**src/rtl/divisor_secuencial_pkg.sv**
```systemverilog
// +--------------------------------------------------------------------+
// | divisor_pkg : shared types and constants for divisor_secuencial    |
// | Rev 1.0                                                            |
// +--------------------------------------------------------------------+
`default_nettype none

package divisor_pkg;

  localparam int DEF_WIDTH_B = 16;
  localparam int DEF_WIDTH_A = 2 * DEF_WIDTH_B;
  localparam int CNT_WIDTH   = $clog2(DEF_WIDTH_A);

  // Quotient reported when the divisor is zero
  localparam logic [DEF_WIDTH_A-1:0] DIV_ZERO_QUOT = '1;

  typedef enum logic [1:0] {IDLE, BUSY, DONE} div_state_t;

endpackage

`default_nettype wire

```
**src/rtl/divisor_secuencial_if.sv**
```systemverilog
// +--------------------------------------------------------------------+
// | divisor_secuencial_if : operand/result valid-ready handshakes      |
// | Rev 1.0                                                            |
// +--------------------------------------------------------------------+
`default_nettype none

interface divisor_secuencial_if
  import divisor_pkg::*;
#(
  parameter int WIDTH_A = DEF_WIDTH_A,
  parameter int WIDTH_B = DEF_WIDTH_B
);

  logic               start_valid;
  logic               start_ready;
  logic [WIDTH_A-1:0] operA;
  logic [WIDTH_B-1:0] operB;
  logic               out_valid;
  logic               out_ready;
  logic [WIDTH_A-1:0] quot;
  logic [WIDTH_B-1:0] rem;
  logic               div_zero;

  modport master (
    output start_valid, operA, operB, out_ready,
    input  start_ready, out_valid, quot, rem, div_zero
  );

  modport slave (
    input  start_valid, operA, operB, out_ready,
    output start_ready, out_valid, quot, rem, div_zero
  );

endinterface

`default_nettype wire

```
**src/rtl/divisor_secuencial_paso.sv**
```systemverilog
// +--------------------------------------------------------------------+
// | div_paso : one restoring-division step (shift in Q msb, try sub D) |
// | Rev 1.0                                                            |
// +--------------------------------------------------------------------+
`default_nettype none

module div_paso #(
  parameter int WIDTH_B = 16
) (
  input  logic [WIDTH_B-1:0] r,
  input  logic               q_msb,
  input  logic [WIDTH_B-1:0] d,
  output logic [WIDTH_B-1:0] r_next,
  output logic               q_bit
);

  // R' needs one extra bit; the restored remainder is always below D
  logic [WIDTH_B:0] r_shift;

  assign r_shift = {r, q_msb};
  assign q_bit   = (r_shift >= {1'b0, d});
  assign r_next  = q_bit ? (r_shift[WIDTH_B-1:0] - d) : r_shift[WIDTH_B-1:0];

endmodule

`default_nettype wire

```
**src/rtl/divisor_secuencial.sv**
```systemverilog
// +--------------------------------------------------------------------+
// | divisor_secuencial : multicycle restoring divider, one bit/cycle   |
// | Optional DIVISOR_SIGNED_EN: two's complement operands. Rev 1.0     |
// +--------------------------------------------------------------------+
`default_nettype none

module divisor_secuencial
  import divisor_pkg::*;
#(
  parameter int WIDTH_B = DEF_WIDTH_B,
  parameter int WIDTH_A = DEF_WIDTH_A
) (
  input  logic                 clk,
  input  logic                 rst_n,
  divisor_secuencial_if.slave  bus
);

  localparam int CNT_W = $clog2(WIDTH_A);

  if (WIDTH_A != 2 * WIDTH_B) begin : g_width_check
    $error("divisor_secuencial: WIDTH_A must equal 2*WIDTH_B");
  end

  div_state_t         state, state_next;
  logic [WIDTH_A-1:0] q, q_step, a_mag, quot_fix, quot_reg;
  logic [WIDTH_B-1:0] r, r_step, d, b_mag, rem_fix, rem_reg;
  logic [CNT_W-1:0]   cnt;
  logic               q_bit, dz_reg, valid_reg;
  logic               accept, finish, retire, ready, op_zero;

  assign op_zero = (bus.operB == '0);

  always_ff @(posedge clk or negedge rst_n) begin
    if (!rst_n) state <= IDLE;
    else        state <= state_next;
  end

  always_comb begin
    state_next = state;
    ready      = 1'b0;
    accept     = 1'b0;
    finish     = 1'b0;
    retire     = 1'b0;
    case (state)
      IDLE: begin
        ready = 1'b1;
        if (bus.start_valid) begin
          accept     = 1'b1;
          state_next = op_zero ? DONE : BUSY;
        end
      end
      BUSY: begin
        if (cnt == '0) begin
          finish     = 1'b1;
          state_next = DONE;
        end
      end
      DONE: begin
        // Retiring and accepting in one cycle keeps the divider back-to-back
        ready = bus.out_ready;
        if (bus.out_ready) begin
          retire = 1'b1;
          if (bus.start_valid) begin
            accept     = 1'b1;
            state_next = op_zero ? DONE : BUSY;
          end else begin
            state_next = IDLE;
          end
        end
      end
      default: state_next = IDLE;
    endcase
  end

  div_paso #(.WIDTH_B(WIDTH_B)) u_paso (
    .r      (r),
    .q_msb  (q[WIDTH_A-1]),
    .d      (d),
    .r_next (r_step),
    .q_bit  (q_bit)
  );

  assign q_step = {q[WIDTH_A-2:0], q_bit};

`ifdef DIVISOR_SIGNED_EN
  logic neg_q, neg_r;

  assign a_mag    = bus.operA[WIDTH_A-1] ? ({WIDTH_A{1'b0}} - bus.operA) : bus.operA;
  assign b_mag    = bus.operB[WIDTH_B-1] ? ({WIDTH_B{1'b0}} - bus.operB) : bus.operB;
  assign quot_fix = neg_q ? ({WIDTH_A{1'b0}} - q_step) : q_step;
  assign rem_fix  = neg_r ? ({WIDTH_B{1'b0}} - r_step) : r_step;

  always_ff @(posedge clk or negedge rst_n) begin
    if (!rst_n) begin
      neg_q <= 1'b0;
      neg_r <= 1'b0;
    end else if (accept) begin
      neg_q <= bus.operA[WIDTH_A-1] ^ bus.operB[WIDTH_B-1];
      neg_r <= bus.operA[WIDTH_A-1];
    end
  end
`else
  assign a_mag    = bus.operA;
  assign b_mag    = bus.operB;
  assign quot_fix = q_step;
  assign rem_fix  = r_step;
`endif

  always_ff @(posedge clk or negedge rst_n) begin
    if (!rst_n) begin
      q         <= '0;
      r         <= '0;
      d         <= '0;
      cnt       <= '0;
      quot_reg  <= '0;
      rem_reg   <= '0;
      dz_reg    <= 1'b0;
      valid_reg <= 1'b0;
    end else if (accept) begin
      if (op_zero) begin
        quot_reg  <= {WIDTH_A{1'b1}};
        rem_reg   <= bus.operA[WIDTH_B-1:0];
        dz_reg    <= 1'b1;
        valid_reg <= 1'b1;
      end else begin
        q         <= a_mag;
        r         <= '0;
        d         <= b_mag;
        cnt       <= CNT_W'(WIDTH_A - 1);
        valid_reg <= 1'b0;
      end
    end else if (retire) begin
      valid_reg <= 1'b0;
    end else if (state == BUSY) begin
      q   <= q_step;
      r   <= r_step;
      cnt <= cnt - CNT_W'(1);
      if (finish) begin
        quot_reg  <= quot_fix;
        rem_reg   <= rem_fix;
        dz_reg    <= 1'b0;
        valid_reg <= 1'b1;
      end
    end
  end

  assign bus.start_ready = ready;
  assign bus.out_valid   = valid_reg;
  assign bus.quot        = quot_reg;
  assign bus.rem         = rem_reg;
  assign bus.div_zero    = dz_reg;

endmodule

`default_nettype wire

```
**src/flat_wrapper.sv**
```systemverilog
// flat-port wrapper written by rule: the top's interface ports become plain ports
module divisor_secuencial_flat import divisor_pkg::*;
#(
  parameter int WIDTH_B = DEF_WIDTH_B,
  parameter int WIDTH_A = DEF_WIDTH_A
)
  (clk, rst_n, bus_start_valid, bus_operA, bus_operB, bus_out_ready, bus_start_ready, bus_out_valid, bus_quot, bus_rem, bus_div_zero);
  divisor_secuencial_if #(.WIDTH_A(WIDTH_A), .WIDTH_B(WIDTH_B)) bus_i ();
  input  logic clk;
  input  logic rst_n;
  input wire logic [$bits(bus_i.start_valid)-1:0] bus_start_valid;
  input wire logic [$bits(bus_i.operA)-1:0] bus_operA;
  input wire logic [$bits(bus_i.operB)-1:0] bus_operB;
  input wire logic [$bits(bus_i.out_ready)-1:0] bus_out_ready;
  output wire logic [$bits(bus_i.start_ready)-1:0] bus_start_ready;
  output wire logic [$bits(bus_i.out_valid)-1:0] bus_out_valid;
  output wire logic [$bits(bus_i.quot)-1:0] bus_quot;
  output wire logic [$bits(bus_i.rem)-1:0] bus_rem;
  output wire logic [$bits(bus_i.div_zero)-1:0] bus_div_zero;
  assign bus_i.start_valid = bus_start_valid;
  assign bus_i.operA = bus_operA;
  assign bus_i.operB = bus_operB;
  assign bus_i.out_ready = bus_out_ready;
  assign bus_start_ready = bus_i.start_ready;
  assign bus_out_valid = bus_i.out_valid;
  assign bus_quot = bus_i.quot;
  assign bus_rem = bus_i.rem;
  assign bus_div_zero = bus_i.div_zero;
  divisor_secuencial #(.WIDTH_B(WIDTH_B), .WIDTH_A(WIDTH_A)) u_core (.clk(clk), .rst_n(rst_n), .bus(bus_i));
endmodule
```
**config.mk**
```make
export PLATFORM = sky130hd
export DESIGN_NAME = divisor_secuencial_flat
export DESIGN_NICKNAME = d
export VERILOG_FILES = /design/src/rtl/divisor_secuencial_pkg.sv /design/src/rtl/divisor_secuencial_if.sv /design/src/rtl/divisor_secuencial_paso.sv /design/src/rtl/divisor_secuencial.sv /design/src/flat_wrapper.sv
export SDC_FILE = /design/constraint.sdc
export NUM_CORES = 1
export LEC_CHECK = 0
export CAP_MARGIN = 20
export CORE_MARGIN = 5
export CORE_UTILIZATION = 58
export CTS_CLUSTER_DIAMETER = 100
export DETAILED_ROUTE_END_ITERATION = 10
export GPL_TIMING_DRIVEN = 0
export PLACE_DENSITY = 0.86
export SLEW_MARGIN = 5
export SYNTH_ARGS = -nofsm -noshare
export SYNTH_HDL_FRONTEND = slang
export SYNTH_HIERARCHICAL = 1
export SYNTH_SLANG_ARGS = --single-unit
```
**constraint.sdc**
```tcl
create_clock -name clk -period 5.9 [get_ports clk]
set_input_delay 1.18 -clock clk [delete_from_list [all_inputs] [get_ports clk]]
set_output_delay 1.18 -clock clk [all_outputs]
set_load 0.02 [all_outputs]
```
==> results of run 1 <==
Yosys cell counts (2+ instances only):
cell	count	share of area
mux2_1	3	0.0053
nand2_1	82	0.049
or3_1	5	0.0049
a211oi_1	2	0.0024
nand2b_1	34	0.034
a211o_1	2	0.0028
xor2_1	4	0.0055
mux2_2	17	0.030
nor4_1	4	0.0040
o21ai_0	26	0.021
clkbuf_1	17	0.010
a22oi_1	2	0.0024
mux2i_1	3	0.0048
mux2_4	8	0.019
nand3_1	21	0.017
a21o_1	3	0.0036
dfrtp_1	121	0.48
nor2_1	61	0.036
inv_1	27	0.016
and2_1	3	0.0030
ha_1	17	0.034
o21ai_1	2	0.0016
o221a_2	36	0.064
buf_6	6	0.011
nand4_1	3	0.0030
buf_4	4	0.0048
o31ai_1	2	0.0024
a21oi_1	41	0.032
nand2_2	2	0.0020
nor2b_1	3	0.0030
a41o_1	2	0.0032
a31oi_1	3	0.0030
and3_1	3	0.0030
and4_1	2	0.0028
o32ai_1	13	0.018
xnor2_1	9	0.012
buf_2	14	0.011
o21bai_1	4	0.0048
routing by layer:
layer / track usage / wire, um
met1: 0.367 / 7150
met2: 0.460 / 8840
met3: 0.0624 / 1430
met4: 0.0887 / 298
met5: 0 / 0
through the flow:
step	instances	util	power, W
2_1_floorplan	631	-	0.00370
3_3_place_gp	873	0.700	0.00448
3_5_place_dp	874	0.702	0.00461
4_1_cts	906	0.759	0.00571
5_1_grt	906	0.759	0.00611
6_report	906	0.759	0.00576
worst register-to-register path: stages, from the launching register on:
cell     delay, ns
dfrtp_1       0.36
inv_1         0.09
ha_1          0.21
fa_1          0.42
o21ai_0       0.29
a221o_1       0.30
a31oi_1       0.21
and3b_1       0.25
o41ai_1       0.69
o32ai_1       0.19
a21oi_1       0.15
power groups by stage:
stage	combinational, W	sequential [W]	clock [W]
floorplan	0.00210	0.00160	0
global placement	0.00298	0.00150	0
detailed placement	0.00309	0.00152	0
CTS	0.00313	0.00152	0.00106
global route	0.00343	0.00157	0.00111
finish	0.00317	0.00153	0.00105
kinds of logic after synthesis:
group / share of synthesized area
AO/OA/AOI/OAI: 0.182
XOR/XNOR: 0.0180
adder cells (fa/ha/maj): 0.0368
buffers and inverters: 0.0568
flip-flops: 0.479
multiplexers: 0.0594
AND/OR/NAND/NOR: 0.168
final cells by class:
cell class              count  area [um^2]  share of cell area
flip-flops and latches    121         3030               0.371
multi-input cells         440         2930               0.360
repair buffers            103         1050               0.129
clock buffers              19          442              0.0541
plain buffers              42          251              0.0308
well taps                 140          175              0.0215
clock inverters            13          169              0.0207
inverters                  28          108              0.0132
worst paths after layout:
path	from	end	slack, ns	cells after the start
max	bus_out_ready	bus_start_ready	2.17	4
min	rst_n	u_core/bus.quot[12]	0.50	1
max reg2reg	u_core/q[31]	u_core/bus.rem[14]	2.66	10
min reg2reg	u_core/bus.quot[5]	u_core/bus.quot[5]	0.50	2
max in group asynchronous	rst_n	u_core/r[15]	4.64	2
min in group clk	u_core/bus.quot[5]	u_core/bus.quot[5]	0.50	2
==> impl_metrics.tcl, run 1 <==
set metrics [dict create \
    drt-pass1-iter-count 5 \
    antennaDiodeCount 0 \
    synthArstFlopShare 1.00 \
    post_synthesis_mean_instance_area_um2 10.0 \
    timing.critical_path.from_type "primary input" \
    critical_path_cell_by_cell "clkdlybuf4s50_1 > nor2b_1 > nor2_1 > clkdlybuf4s50_1" \
    groute.usage.overall 0.279 \
    layout_common_cells "dfrtp_1 (121), clkdlybuf4s50_1 (101), nand2_1 (82)" \
    finalMaxSlewViolations 0 \
    number_of_enable_flip_flop_cells_after_synthesis 0 \
    vdd.ir_drop.worst_mv 0.323 \
    drt_iter0_drc 547 \
    run_status "finished, final reports clean" \
    worst_path_cell_with_the_longest_stage_delay "clkdlybuf4s50_1" \
    hp-class "primary input to async pin" \
    design.final.nets 823 \
    port-buffer-count 102 \
    hold_viol 0 \
    critPathMaxFanout 3 \
    holdWs_ns 0.496 \
    tritoncts "done" \
    fin_skew_ns 0.00861 \
    grt_overflow_total 0 \
    grt_start_max_net_pins 100 \
    yosys_register_bits 121 \
    root_buffer "clkbuf_8" \
    switching_share 0.407 \
    routedWlPerCell_um 19.5 \
    post_cts.resized_instances 0 \
    ys_types 58 \
    power_density_nw_per_um2 706 \
    clockPowerShare 0.183 \
    cpLargestDelayFamily "buffers and inverters" \
    rows 38 \
    end_kind "output pin" \
    grt_antenna_before_repair 0 \
    timing.final.setup_violations 0 \
    worst_path_largest_cell_delay_ns 0.64 \
    layout_worst_path_cycle_share 0.632 \
    placed_area_um2 7550 \
    post_route_cells_drive_above_1_share 0.166 \
    criticalPathCategory "primary input to output pin" \
    clock_tree.htree_level_count 4 \
    vias_per_cell 6.13 \
    fp.dieH_um 114 \
    clk_transition_reported_paths_ns 0.06 \
    route.antenna.remaining_nets 0 \
    clock-sinks 121 \
    worst_skew_pair.late_latency_ns 0.52 \
    post_cts.repair.setup_buffers 0 \
    routability_cong 0.923 \
    drt-total-wl_mm 17.7 \
    dieArea_um2 13100 \
    syn_area_um2 6320 \
    internal_power_w 0.00341 \
    synth_cells 631 \
    n_fill_cell 724 \
    drt_drc_violations_left 0 \
    synth_sequential_area_ratio 0.479 \
    period_needed_ns 3.73 \
    grt_first_pass_wirelength_mm 28.5 \
    vias 5557 \
    power.static_leakage_nw 3.56 \
    postCtsHoldBufs 0 \
    grt_pass1_vias 5580 \
    cts_buffer_depth 2 \
    ys_warns 6 \
    pre_cts_slack_ns 2.23 \
    mostFrequentLayoutCell "dfrtp_1" \
    setup_tns_ns 0 \
    synth_flop_cell "dfrtp_1" \
    timing_worst_slew_pin_value_ns 0.772 \
    areaGrowthSynthToFinish_pct 29.0 \
    unrepaired_setup_endpoints_after_global_routing "no" \
    critical_path_arrival_ns 2.55 \
    inserted_clock_buffers 17 \
    final_cell_area_um2 8160 \
    share_of_total_power_in_sequential_cells 0.265 \
    finalWorstSetupSlack_ns 2.17 \
    die_w_um 114 \
    core-area_um2 10700 \
    fmax_mhz 268 \
    maxSlewHeadroom 0.479 \
    critical_path.most_common_cell "clkdlybuf4s50_1" \
    io-pin-count 103 \
    cp_data_required_time_ns 4.72 \
    syn-num-nets 701 \
    maxCapViolations 0 \
    floorplan.initialDensity 0.588 \
    critical_path.n_buffers_inverters 2 \
    post-dp-hpwl_mm 12.8 \
    netSwitchingPower_w 0.00234 \
    combinationalPowerShare 0.551 \
]
(Power assumes the default switching activity.)
==> run 2, diff against run 1 <==
--- a/config.mk
+++ b/config.mk
@@ -7,11 +7,11 @@
 export LEC_CHECK = 0
 export CAP_MARGIN = 20
 export CORE_MARGIN = 5
-export CORE_UTILIZATION = 58
+export CORE_UTILIZATION = 54
 export CTS_CLUSTER_DIAMETER = 100
 export DETAILED_ROUTE_END_ITERATION = 10
 export GPL_TIMING_DRIVEN = 0
-export PLACE_DENSITY = 0.86
+export PLACE_DENSITY = 0.81
 export SLEW_MARGIN = 5
 export SYNTH_ARGS = -nofsm -noshare
 export SYNTH_HDL_FRONTEND = slang
==> constraint.sdc (replaced) <==
create_clock -name clk -period 3.9 [get_ports clk]
set_input_delay 0.78 -clock clk [delete_from_list [all_inputs] [get_ports clk]]
set_output_delay 0.78 -clock clk [all_outputs]
set_load 0.02 [all_outputs]
==> impl_metrics.tcl, run 2 (same netlist as run 1, synthesis figures left out) <==
set metrics [dict create \
    critical_path_arrival_ns 3.58 \
    switching_share 0.406 \
    fmax_mhz 308 \
    global_route.peak_usage_layer "met2" \
    route.antenna.remaining_nets 0 \
    worst_skew_pair.late_latency_ns 0.41 \
    run_status "finished, final reports clean" \
    drt_iter0_drc 515 \
    clockPowerShare 0.165 \
    antennaDiodeCount 0 \
    final_cell_area_um2 8080 \
    grt_antenna_before_repair 0 \
    tritoncts "done" \
    clock_tree.htree_level_count 4 \
    n_fill_cell 872 \
    port-buffer-count 102 \
    layout_worst_path_cycle_share 0.832 \
    die_w_um 118 \
    netSwitchingPower_w 0.00341 \
    timing.final.setup_violations 0 \
    post_cts.repair.setup_buffers 0 \
    post_cts.resized_instances 0 \
    maxSlewHeadroom 0.506 \
    layout_common_cells "dfrtp_1 (121), clkdlybuf4s50_1 (101), nand2_1 (82)" \
    maxCapViolations 0 \
    period_needed_ns 3.24 \
    routability_cong 0.926 \
    core-area_um2 11500 \
    grt_util_met1 0.326 \
    dieArea_um2 14000 \
    floorplan.initialDensity 0.551 \
    power_density_nw_per_um2 1040 \
    combinationalPowerShare 0.561 \
    clock-sinks 121 \
    mostFrequentLayoutCell "dfrtp_1" \
    cts_buffer_depth 2 \
    areaGrowthSynthToFinish_pct 27.8 \
    hp-class "primary input to async pin" \
    vias 5394 \
    placed_area_um2 7550 \
    vdd.ir_drop.worst_mv 0.525 \
    groute.usage.overall 0.254 \
    drt_drc_violations_left 0 \
    finalMaxSlewViolations 0 \
    use_met3 0.0702 \
    fp.dieH_um 118 \
    end_kind "flop" \
    timing.critical_path.from_type "flop" \
    power.static_leakage_nw 3.52 \
    fin_skew_ns 0.00913 \
    grt_first_pass_wirelength_mm 28.8 \
    grt_start_max_net_pins 91 \
    root_buffer "clkbuf_16" \
    cp_data_required_time_ns 4.23 \
    timing_worst_slew_pin_value_ns 0.732 \
    post-dp-hpwl_mm 12.9 \
    drt-total-wl_mm 17.2 \
    io-pin-count 103 \
    design.final.nets 823 \
    inserted_clock_buffers 17 \
    criticalPathCategory "flop to flop" \
    grt_overflow_total 0 \
    clk_transition_reported_paths_ns 0.05 \
    post_route_cells_drive_above_1_share 0.161 \
    postCtsHoldBufs 0 \
    grt_pass1_vias 5579 \
    vias_per_cell 5.94 \
    routedWlPerCell_um 19.0 \
    share_of_total_power_in_sequential_cells 0.274 \
    unrepaired_setup_endpoints_after_global_routing "no" \
    internal_power_w 0.00500 \
    drt-pass1-iter-count 5 \
    hold_viol 0 \
    finalPower_w 0.00841 \
    groute.layer.met2.usage 0.410 \
    rows 39 \
    critPathMaxFanout 4 \
]
[run 2: layout make-up]
cell class	instances	area, um^2	share of cell area
Sequential cell	121	3030	0.375
Tap cell	143	179	0.0222
Timing Repair Buffer	103	1050	0.130
Clock buffer	23	478	0.0592
Multi-Input combinational cell	440	2930	0.363
Buffer	42	251	0.0311
Inverter	28	108	0.0133
Clock inverter	8	47.5	0.00589
[run 2: routing by layer]
layer	vias up	wire, um
met5	-	0
met1	2631	7230
met2	235	8220
met4	0	476
li1	2490	-
met3	38	1310
[run 2: final timing paths]
check,from,to,slack [ns],cells past startpoint
max in group asynchronous,rst_n,u_core/d[15],2.91,2
hold / removal,rst_n,u_core/bus.rem[14],0.25,1
hold reg to reg,u_core/bus.quot[2],u_core/bus.quot[2],0.49,2
min in group clk,u_core/bus.quot[2],u_core/bus.quot[2],0.49,2
setup / recovery,u_core/q[31],u_core/bus.rem[14],0.66,10
setup reg to reg,u_core/q[31],u_core/bus.rem[14],0.66,10
[run 2: worst max-delay path, stage by stage (launching register included)]
cell and delay (ns):
dfrtp_1 0.39, inv_1 0.11, ha_1 0.22, fa_1 0.42, o21ai_0 0.28, a221o_1 0.30
a31oi_1 0.19, and3b_1 0.23, o41ai_1 0.66, o32ai_1 0.20, a21oi_1 0.16
[run 2: power groups by stage]
| stage | Combinational (W) | Clock (W) | Sequential (W) |
|---|---|---|---|
| 3_3_place_gp | 0.00452 | 0 | 0.00227 |
| 6_report | 0.00472 | 0.00139 | 0.00230 |
| 5_1_grt | 0.00517 | 0.00147 | 0.00238 |
| 3_5_place_dp | 0.00466 | 0 | 0.00230 |
| 2_1_floorplan | 0.00317 | 0 | 0.00242 |
| 4_1_cts | 0.00470 | 0.00140 | 0.00230 |
[run 2: metrics by stage]
| stage | instances | hold slack (ns) | TNS (ns) | util | setup WS, ns |
|---|---|---|---|---|---|
| 4_1_cts | 908 | 0.244 | 0 | 0.704 | 0.712 |
| 6_report | 908 | 0.248 | 0 | 0.704 | 0.657 |
| 2_1_floorplan | 631 | 0.452 | 0 | - | 1.19 |
| 5_1_grt | 908 | 0.260 | 0 | 0.704 | 0.530 |
| 3_3_place_gp | 876 | 0.473 | -297.99 | 0.656 | -2.47 |
| 3_5_place_dp | 877 | 0.483 | 0 | 0.658 | 0.735 |
==> run 3, diff against run 2 <==
==> constraint.sdc (replaced) <==
create_clock -name clk -period 3 [get_ports clk]
set_input_delay 0.6 -clock clk [delete_from_list [all_inputs] [get_ports clk]]
set_output_delay 0.6 -clock clk [all_outputs]
set_load 0.02 [all_outputs]
==> impl_metrics.tcl, run 3 (same netlist as run 1, synthesis figures left out) <==
set metrics [dict create \
    run_status "finished, final reports clean" \
    finalMaxSlewViolations 0 \
    grt_overflow_total 0 \
    port-buffer-count 102 \
    layout_worst_path_cycle_share 0.970 \
    holdWs_ns 0.0651 \
    postCtsHoldBufs 0 \
    drt_iter0_drc 532 \
    mostFrequentLayoutCell "dfrtp_1" \
    grt_pass1_vias 5583 \
    layout_common_cells "dfrtp_1 (121), clkdlybuf4s50_1 (101), nand2_1 (82)" \
    drt_drc_violations_left 0 \
    critical_path_arrival_ns 3.21 \
    netSwitchingPower_w 0.00451 \
    timing_worst_slew_pin_value_ns 0.560 \
    vias_per_cell 5.95 \
    timing.final.setup_violations 0 \
    power.static_leakage_nw 3.54 \
    timing.critical_path.from_type "flop" \
    cts_buffer_depth 2 \
    fp.dieH_um 118 \
    grt_start_max_net_pins 91 \
    antennaDiodeCount 0 \
    dieArea_um2 14000 \
    end_kind "flop" \
    setup_tns_ns 0 \
    maxSlewHeadroom 0.623 \
    areaGrowthSynthToFinish_pct 28.4 \
    routability_cong 0.926 \
    worst_skew_pair.late_latency_ns 0.41 \
    hp-class "primary input to async pin" \
    drt-pass1-iter-count 5 \
    clockPowerShare 0.162 \
    core-area_um2 11500 \
    clk_transition_reported_paths_ns 0.05 \
    grt_antenna_before_repair 0 \
    criticalPathCategory "flop to flop" \
    design.final.nets 825 \
    inserted_clock_buffers 17 \
    post-dp-hpwl_mm 12.9 \
    clock-sinks 121 \
    switching_share 0.407 \
    clock_tree.htree_level_count 4 \
    tritoncts "done" \
    period_needed_ns 2.91 \
    die_w_um 118 \
    drt-total-wl_mm 17.4 \
    groute.usage.overall 0.254 \
    power_density_nw_per_um2 1370 \
    vdd.ir_drop.worst_mv 0.682 \
    post_route_cells_drive_above_1_share 0.167 \
    route.antenna.remaining_nets 0 \
    share_of_total_power_in_sequential_cells 0.270 \
    rows 39 \
    internal_power_w 0.00659 \
    combinationalPowerShare 0.568 \
    vias 5416 \
    cp_data_required_time_ns 3.30 \
    floorplan.initialDensity 0.551 \
    critPathMaxFanout 11 \
    grt_first_pass_wirelength_mm 28.8 \
    maxCapViolations 0 \
    fin_skew_ns 0.00810 \
    routedWlPerCell_um 19.1 \
    io-pin-count 103 \
    hold_viol 0 \
    fmax_mhz 344 \
    placed_area_um2 7550 \
    final_cell_area_um2 8120 \
    root_buffer "clkbuf_16" \
]
## run 3: metal layers
| layer | wire length (um) | global-route usage |
|---|---|---|
| met3 | 1180 | 0.0702 |
| met1 | 7410 | 0.326 |
| met5 | 0 | 0 |
| met2 | 8300 | 0.411 |
| met4 | 487 | 0.0989 |
## run 3: path summary, 6_finish.rpt
kind	from	to	slack (ns)	cells after the start
worst max-delay path	u_core/r[2]	u_core/bus.rem[12]	0.09	10
worst min-delay path	rst_n	u_core/bus.rem[14]	0.07	1
worst max register to register	u_core/r[2]	u_core/bus.rem[12]	0.09	10
worst min register to register	u_core/bus.quot[2]	u_core/bus.quot[2]	0.49	2
max in group asynchronous	rst_n	u_core/d[15]	2.19	2
min in group clk	u_core/bus.quot[2]	u_core/bus.quot[2]	0.49	2
## run 3: cell type report
class,count,area (um^2)
sequential,121,3030
multi-input combinational,440,2960
tap,143,179
timing repair buffer,106,1070
clock inverter,8,47.5
buffer,41,248
clock buffer,23,478
fill,868,3350
inverter,28,108
## run 3: through the flow
step	util	setup WS (ns)	std cells	power, W
floorplan	-	0.291	631	0.00727
global placement	0.656	-3.19	876	0.00883
detailed placement	0.658	-0.123	877	0.00906
CTS	0.705	0.0322	908	0.0109
global route	0.708	-0.00566	910	0.0119
finish	0.708	0.0900	910	0.0111
## run 3: worst max-delay path: stages, from the launching register on
cell	delay [ns]
dfrtp_1	0.41
ha_1	0.40
nand3_1	0.13
o21bai_1	0.26
a311oi_2	0.33
o21ai_1	0.16
o21a_4	0.26
inv_4	0.09
buf_12	0.15
mux2_4	0.32
o221a_2	0.29
## run 3: timing repair
action | in CTS | in global routing
setup buffers | 0 | 3
setup endpoints to repair | 2 | 6
gates resized for setup | 1 | 3
## run 3: power by group through the flow
| stage | Combinational (W) | Clock, W | Sequential [W] |
|---|---|---|---|
| global route | 0.00687 | 0.00191 | 0.00309 |
| global placement | 0.00588 | 0 | 0.00295 |
| detailed placement | 0.00606 | 0 | 0.00300 |
| finish | 0.00630 | 0.00180 | 0.00299 |
| CTS | 0.00613 | 0.00182 | 0.00299 |
| floorplan | 0.00413 | 0 | 0.00315 |
